==> src/rtl/change_dispenser.sv <==
// Vend/change actuator sequencer downstream of the vending controller.
// One vend pulse, then one coin_out pulse per nickel owed.
module change_dispenser #(
    parameter int PULSE_CYC = 50000,
    parameter int GAP_CYC   = 50000
) (
    input  logic       clk,
    input  logic       RST,
    input  logic       dispense,
    input  logic       collect,
    input  logic [3:0] amount,
    output logic       vend_pulse,
    output logic       coin_out,
    output logic       busy,
    output logic       done,
    output logic [3:0] change_left
);

    typedef enum logic [2:0] {
        IDLE,
        VEND,
        PAY_ON,
        PAY_OFF,
        DONE,
        WAIT_CLR
    } state_t;

    localparam logic [15:0] PULSE_LAST = 16'(PULSE_CYC - 1);
    localparam logic [15:0] GAP_LAST   = 16'(GAP_CYC - 1);

    state_t      state_q, state_d;
    logic [15:0] timer_q, timer_d;
    logic [3:0]  count_q, count_d;
    logic        dispense_q;

    always_comb begin
        state_d = state_q;
        timer_d = timer_q + 16'd1;
        count_d = count_q;
        unique case (state_q)
            IDLE: begin
                timer_d = '0;
                if (dispense && !dispense_q) begin
                    state_d = VEND;
                    count_d = collect ? amount : 4'd0;
                end
            end
            VEND: begin
                if (timer_q == PULSE_LAST) begin
                    timer_d = '0;
                    state_d = (count_q != 4'd0) ? PAY_ON : DONE;
                end
            end
            PAY_ON: begin
                if (timer_q == PULSE_LAST) begin
                    timer_d = '0;
                    count_d = (count_q != 4'd0) ? count_q - 4'd1 : 4'd0;
                    state_d = (count_d != 4'd0) ? PAY_OFF : DONE;
                end
            end
            PAY_OFF: begin
                if (timer_q == GAP_LAST) begin
                    timer_d = '0;
                    state_d = PAY_ON;
                end
            end
            DONE: begin
                timer_d = '0;
                state_d = WAIT_CLR;
            end
            WAIT_CLR: begin
                timer_d = '0;
                if (!dispense) state_d = IDLE;
            end
            default: begin
                timer_d = '0;
                state_d = IDLE;
            end
        endcase
    end

    // Outputs decode the current state, so they trail the state by one clock.
    always_ff @(posedge clk or posedge RST) begin
        if (RST) begin
            state_q     <= IDLE;
            timer_q     <= '0;
            count_q     <= '0;
            dispense_q  <= 1'b0;
            vend_pulse  <= 1'b0;
            coin_out    <= 1'b0;
            busy        <= 1'b0;
            done        <= 1'b0;
            change_left <= '0;
        end else begin
            state_q     <= state_d;
            timer_q     <= timer_d;
            count_q     <= count_d;
            dispense_q  <= dispense;
            vend_pulse  <= (state_q == VEND);
            coin_out    <= (state_q == PAY_ON);
            busy        <= (state_q != IDLE);
            done        <= (state_q == DONE);
            change_left <= (state_q == IDLE) ? 4'd0 : count_q;
        end
    end

endmodule

==> config.mk <==
export PLATFORM = sky130hd
export DESIGN_NAME = change_dispenser
export DESIGN_NICKNAME = d
export VERILOG_FILES = /design/src/rtl/change_dispenser.sv
export SDC_FILE = /design/constraint.sdc
export NUM_CORES = 1
export LEC_CHECK = 0
export CORE_UTILIZATION = 49
export CTS_CLUSTER_DIAMETER = 40
export DETAILED_ROUTE_END_ITERATION = 8
export PLACE_DENSITY = 0.74
export SYNTH_ARGS = -nofsm -noshare
export SYNTH_HDL_FRONTEND = slang
export SYNTH_SLANG_ARGS = --single-unit
export TNS_END_PERCENT = 20
==> constraint.sdc <==
create_clock -name clk -period 4.6 [get_ports clk]
set_input_delay 1.15 -clock clk [delete_from_list [all_inputs] [get_ports clk]]
set_output_delay 1.15 -clock clk [all_outputs]
set_load 0.01 [all_outputs]
# Word-level counts from Yosys, hierarchy flattened
# Cells that the tools add are included.
# W data, S select, Z words.
# totals
elab_cells	48
in_bits	8
out_inout_bits	8
reg_bits	32
# classes
mux	16
add_sub_neg	2
n_eq_ne	11
reduce_logical	10
# op_table
op	n
$mux W16	2
$mux W3	7
$mux W4	5
$pmux W3 S6	1
$add A16 B1 Y16 const B	1
$eq A16 B16 Y1 const B	1
$ne A2 B2 Y1 const B	5
$pmux W4 S2	1
$reduce_bool A4 Y1	2
$eq A3 B2 Y1 const B	2
$eq A3 B3 Y1 const B	2
$reduce_and A5 Y1	1
$sub A4 B1 Y4 const B	1
$eq A3 B1 Y1 const B	1
$logic_not A3 Y1	1
$reduce_and A3 Y1	1
$reduce_bool A3 Y1	1
$reduce_or A3 Y1	1
$reduce_bool A2 Y1	1
$logic_and A1 B1 Y1	1
$logic_not A1 Y1	1

# Depth between registers and ports, before layout
# depth
depth_word	6
depth_mapped	8
depth_no_buf	5

# Worst setup path before layout
# OpenSTA, ideal clock, no wires.
# synth_timing
path_kind	input -> register
start	input dispense
end	register count_q[3]
stages	4
path_slack_ns	2.593
t_arrival_ns	1.941
path_buffers	0
setup_time_ns	0.065
required_ns	4.535
cell_sequence	nand2b_1 > nor4_1 > and3_1 > a22o_1
# synth_via
elab_chain_len	3
# synth_rtl
item	line	text
start, declared	9	input logic dispense,
$logic_and A1 B1 Y1	43	if (dispense && !dispense_q) begin
$ne A2 B2 Y1 (no line)	-	
$reduce_and A3 Y1 (no line)	-	
end signal, assigned	97	count_q <= count_d;
end, declared	33	logic [3:0] count_q, count_d;
# Every way passes these cells.
# A chain may end at the register's enable or synchronous reset.

# Worst setup path after layout
# Same ends and word-level chain as after synthesis.

==> flow_summary.yaml <==
logic_synthesis:
  yosysWarnings: 0
  synth_flop_cell: "dfrtp_1"
  synthXorXnorAreaFrac_pct: 7.30
  synthArstFlopShare_pct: 100
  synth.area.top_cells: "dfrtp_1, xnor2_1, nor2_1"
  synth_compound_area_share_pct: 7.78
  syn_inst: 157
  synth_top_area_share_pct: 51.3
  yosysMostFrequentCell: "dfrtp_1"
  ys_types: 38
  synth_top_family_by_area: "simple AND/OR/NAND/NOR gates"
  synth_area_mm2: 0.00156
  synth-simple-area-share_pct: 26.2
  ys_ff_latch: 32
  syn_nets: 166
  netlist_top_cells_count: "dfrtp_1, nor2_1, xnor2_1"
  yosysSeqAreaShare_pct: 51.3
  synth_adder_area_share_pct: 0.802
  postSynthAreaPerCell_um2: 9.94
  synth-edff-count: 0
  yosysTopAreaCell: "dfrtp_1"
  synth.area.mux_share_pct: 0
die:
  rows: 20
  die_w_um: 58.4
  io_pins: 16
  die_h_um: 58.4
  dieArea_mm2: 0.00341
  core_mm2: 0.00303
  start_util_pct: 51.5
route:
  vias: 1178
  drt_iter0_drc: 36
  ant_nets: 0
  drc: 0
  detail_route.wl_per_cell_um: 12.4
  totalWireLength_um: 2700
  dr.pass1.iters: 4
  via_per_inst: 5.40
sta:
  fmax_mhz: 414
  rsz0062_at_grt: "no"
  fin_skew_ps: 9.91
  drv_slew: 0
  fin_crit_ps: 2420
  setup_tns_ps: 0
  period_share_pct: 52.5
  finalHoldViolCount: 0
  max_slew_margin_pct: 53.8
  finalWorstSetupSlack_ps: 2180
  tightest_slew_ps: 687
  final-setup-viol-count: 0
pwr:
  power_density_mw_per_mm2: 473
  seqPwrFrac_pct: 48.7
  p_sw_mw: 0.277
  clkPwrFrac_pct: 24.4
  combPwrFrac_pct: 26.9
  p_total_mw: 0.844
  internal_power_mw: 0.567
  power_leakage_nw: 0.729
  peakVddDrop_uv: 279
  netSwitchingFraction_pct: 32.8
grt:
  globalRouteOverflowTotal: 0
  grt_pass1_wl_um: 5030
  grt_pass1_vias: 1090
  grtUsageTotal_pct: 19.7
  antenna_found_initial: 0
  grt_start_max_net_pins: 33
cts:
  cts_setup_buffers: 0
  clockBufferDepth: 2
  clk_latency_ps: 340
  clock_sinks: 32
  cts_buffers: 5
  cts_hold_buf: 0
  htreeDepth: 2
  tritoncts: "done"
  cts_root_buffer: "clkbuf_4"
  ctsResizeCount: 0
  path_clk_slew_ps: 100
worst_setup_path:
  critical_path.max_stage_delay_ps: 550
  required_ps: 4890
  crit_family: "simple AND/OR/NAND/NOR gates"
  r2r_start: "timer_q[9]$_DFF_PP0_"
  startpoint: "dispense"
  end_kind: "register"
  cp.arrival_ps: 2700
  cp.buffers_inverters: 1
  cpMaxStageDelayCell: "clkdlybuf4s50_1"
  worstPathCellList: "clkdlybuf4s50_1 > nand2b_1 > nor4_1 > and3_1 > a22o_1"
  worstPathMaxFanout: 5
  cp-start-kind: "primary input"
  crit_type: "in2reg"
run_status:
  status: "completed"
cells_and_area:
  antenna_cells: 0
  drive_above_1_share_pct: 6.32
  fillCellCount: 273
  final_cells: 218
  area_growth_pct: 14.4
  fin_nets: 182
flow_run:
  max_cap_violations: 0
place:
  portBuffers: 15
  gp_congestion: 0.887
  post-dp-hpwl_um: 1900
  post-place-ws_ps: 1850
  dp.cells: 210
worst_hold_path:
  hp-start: "timer_q[0]$_DFF_PP0_"
  hold_path.class: "reg2reg"
## state kept, by name, summed over array words and instances, names as in the netlist
signal       cells
vend_pulse       1
coin_out         1
state_q          3
change_left      4
timer_q         16
busy             1
dispense_q       1
done             1
count_q          4
## cells by family (layout without fill, tap and decap cells)
logic type | Yosys count | after routing
simple gates | 77 | 77
flops | 32 | 32
compound gates | 17 | 17
buf+inv | 17 | 34
xor+xnor | 13 | 13
fa+ha+maj | 1 | 1
## power groups by stage
stage | Clock, mW | Sequential [mW] | Combinational (mW)
floorplan | 0 | 0.407 | 0.166
global placement | 0 | 0.412 | 0.223
detailed placement | 0 | 0.416 | 0.227
CTS | 0.211 | 0.410 | 0.228
global route | 0.224 | 0.425 | 0.262
finish | 0.206 | 0.411 | 0.227
## final cells by class
class / instances / area, µm² / area share [%]
timing repair buffer: 16 / 158 / 8.84
multi-input combinational: 108 / 657 / 36.8
sequential: 32 / 801 / 44.9
clock buffer: 6 / 41.3 / 2.31
clock inverter: 2 / 35.0 / 1.96
inverter: 10 / 37.5 / 2.10
tap: 44 / 55.1 / 3.09
## per-layer routing
layer	vias up	routed length, µm	GRT usage, %
met5	-	0	0
met4	0	42	7.14
met3	6	126	6.59
met2	23	1210	28.9
met1	563	1330	27.4
li1	586	-	-
## path summary, 6_finish.rpt
path	cells past startpoint	slack, ps	to
min in group asynchronous	3	1190	change_left[2]$_DFF_PP0_
max	5	2180	count_q[3]$_DFFE_PP0P_
min reg2reg	1	530	timer_q[0]$_DFF_PP0_
max reg2reg	4	2550	timer_q[9]$_DFF_PP0_
max in group asynchronous	3	3130	timer_q[12]$_DFF_PP0_
min	1	530	timer_q[0]$_DFF_PP0_
## placed cells by master (no fill, tap or decap), drive strengths merged, types with 3 or more instances in the layout
cell type	instances
a21oi	3
clkbuf	6
clkdlybuf4s50	15
dfrtp	32
inv	10
nand2	7
nand3	7
nand4	10
nor2	24
nor2b	4
nor3	10
nor4	4
o211ai	3
xnor2	11
## metrics by stage
step           area (µm²)  util, %  hold WS, ps
2_1_floorplan        1560        -          468
3_3_place_gp         1710     56.4          500
3_5_place_dp         1710     56.4          515
4_1_cts              1780     58.9          529
5_1_grt              1780     58.9          563
6_report             1780     58.9          525
Power figures use the tool's default switching activity.
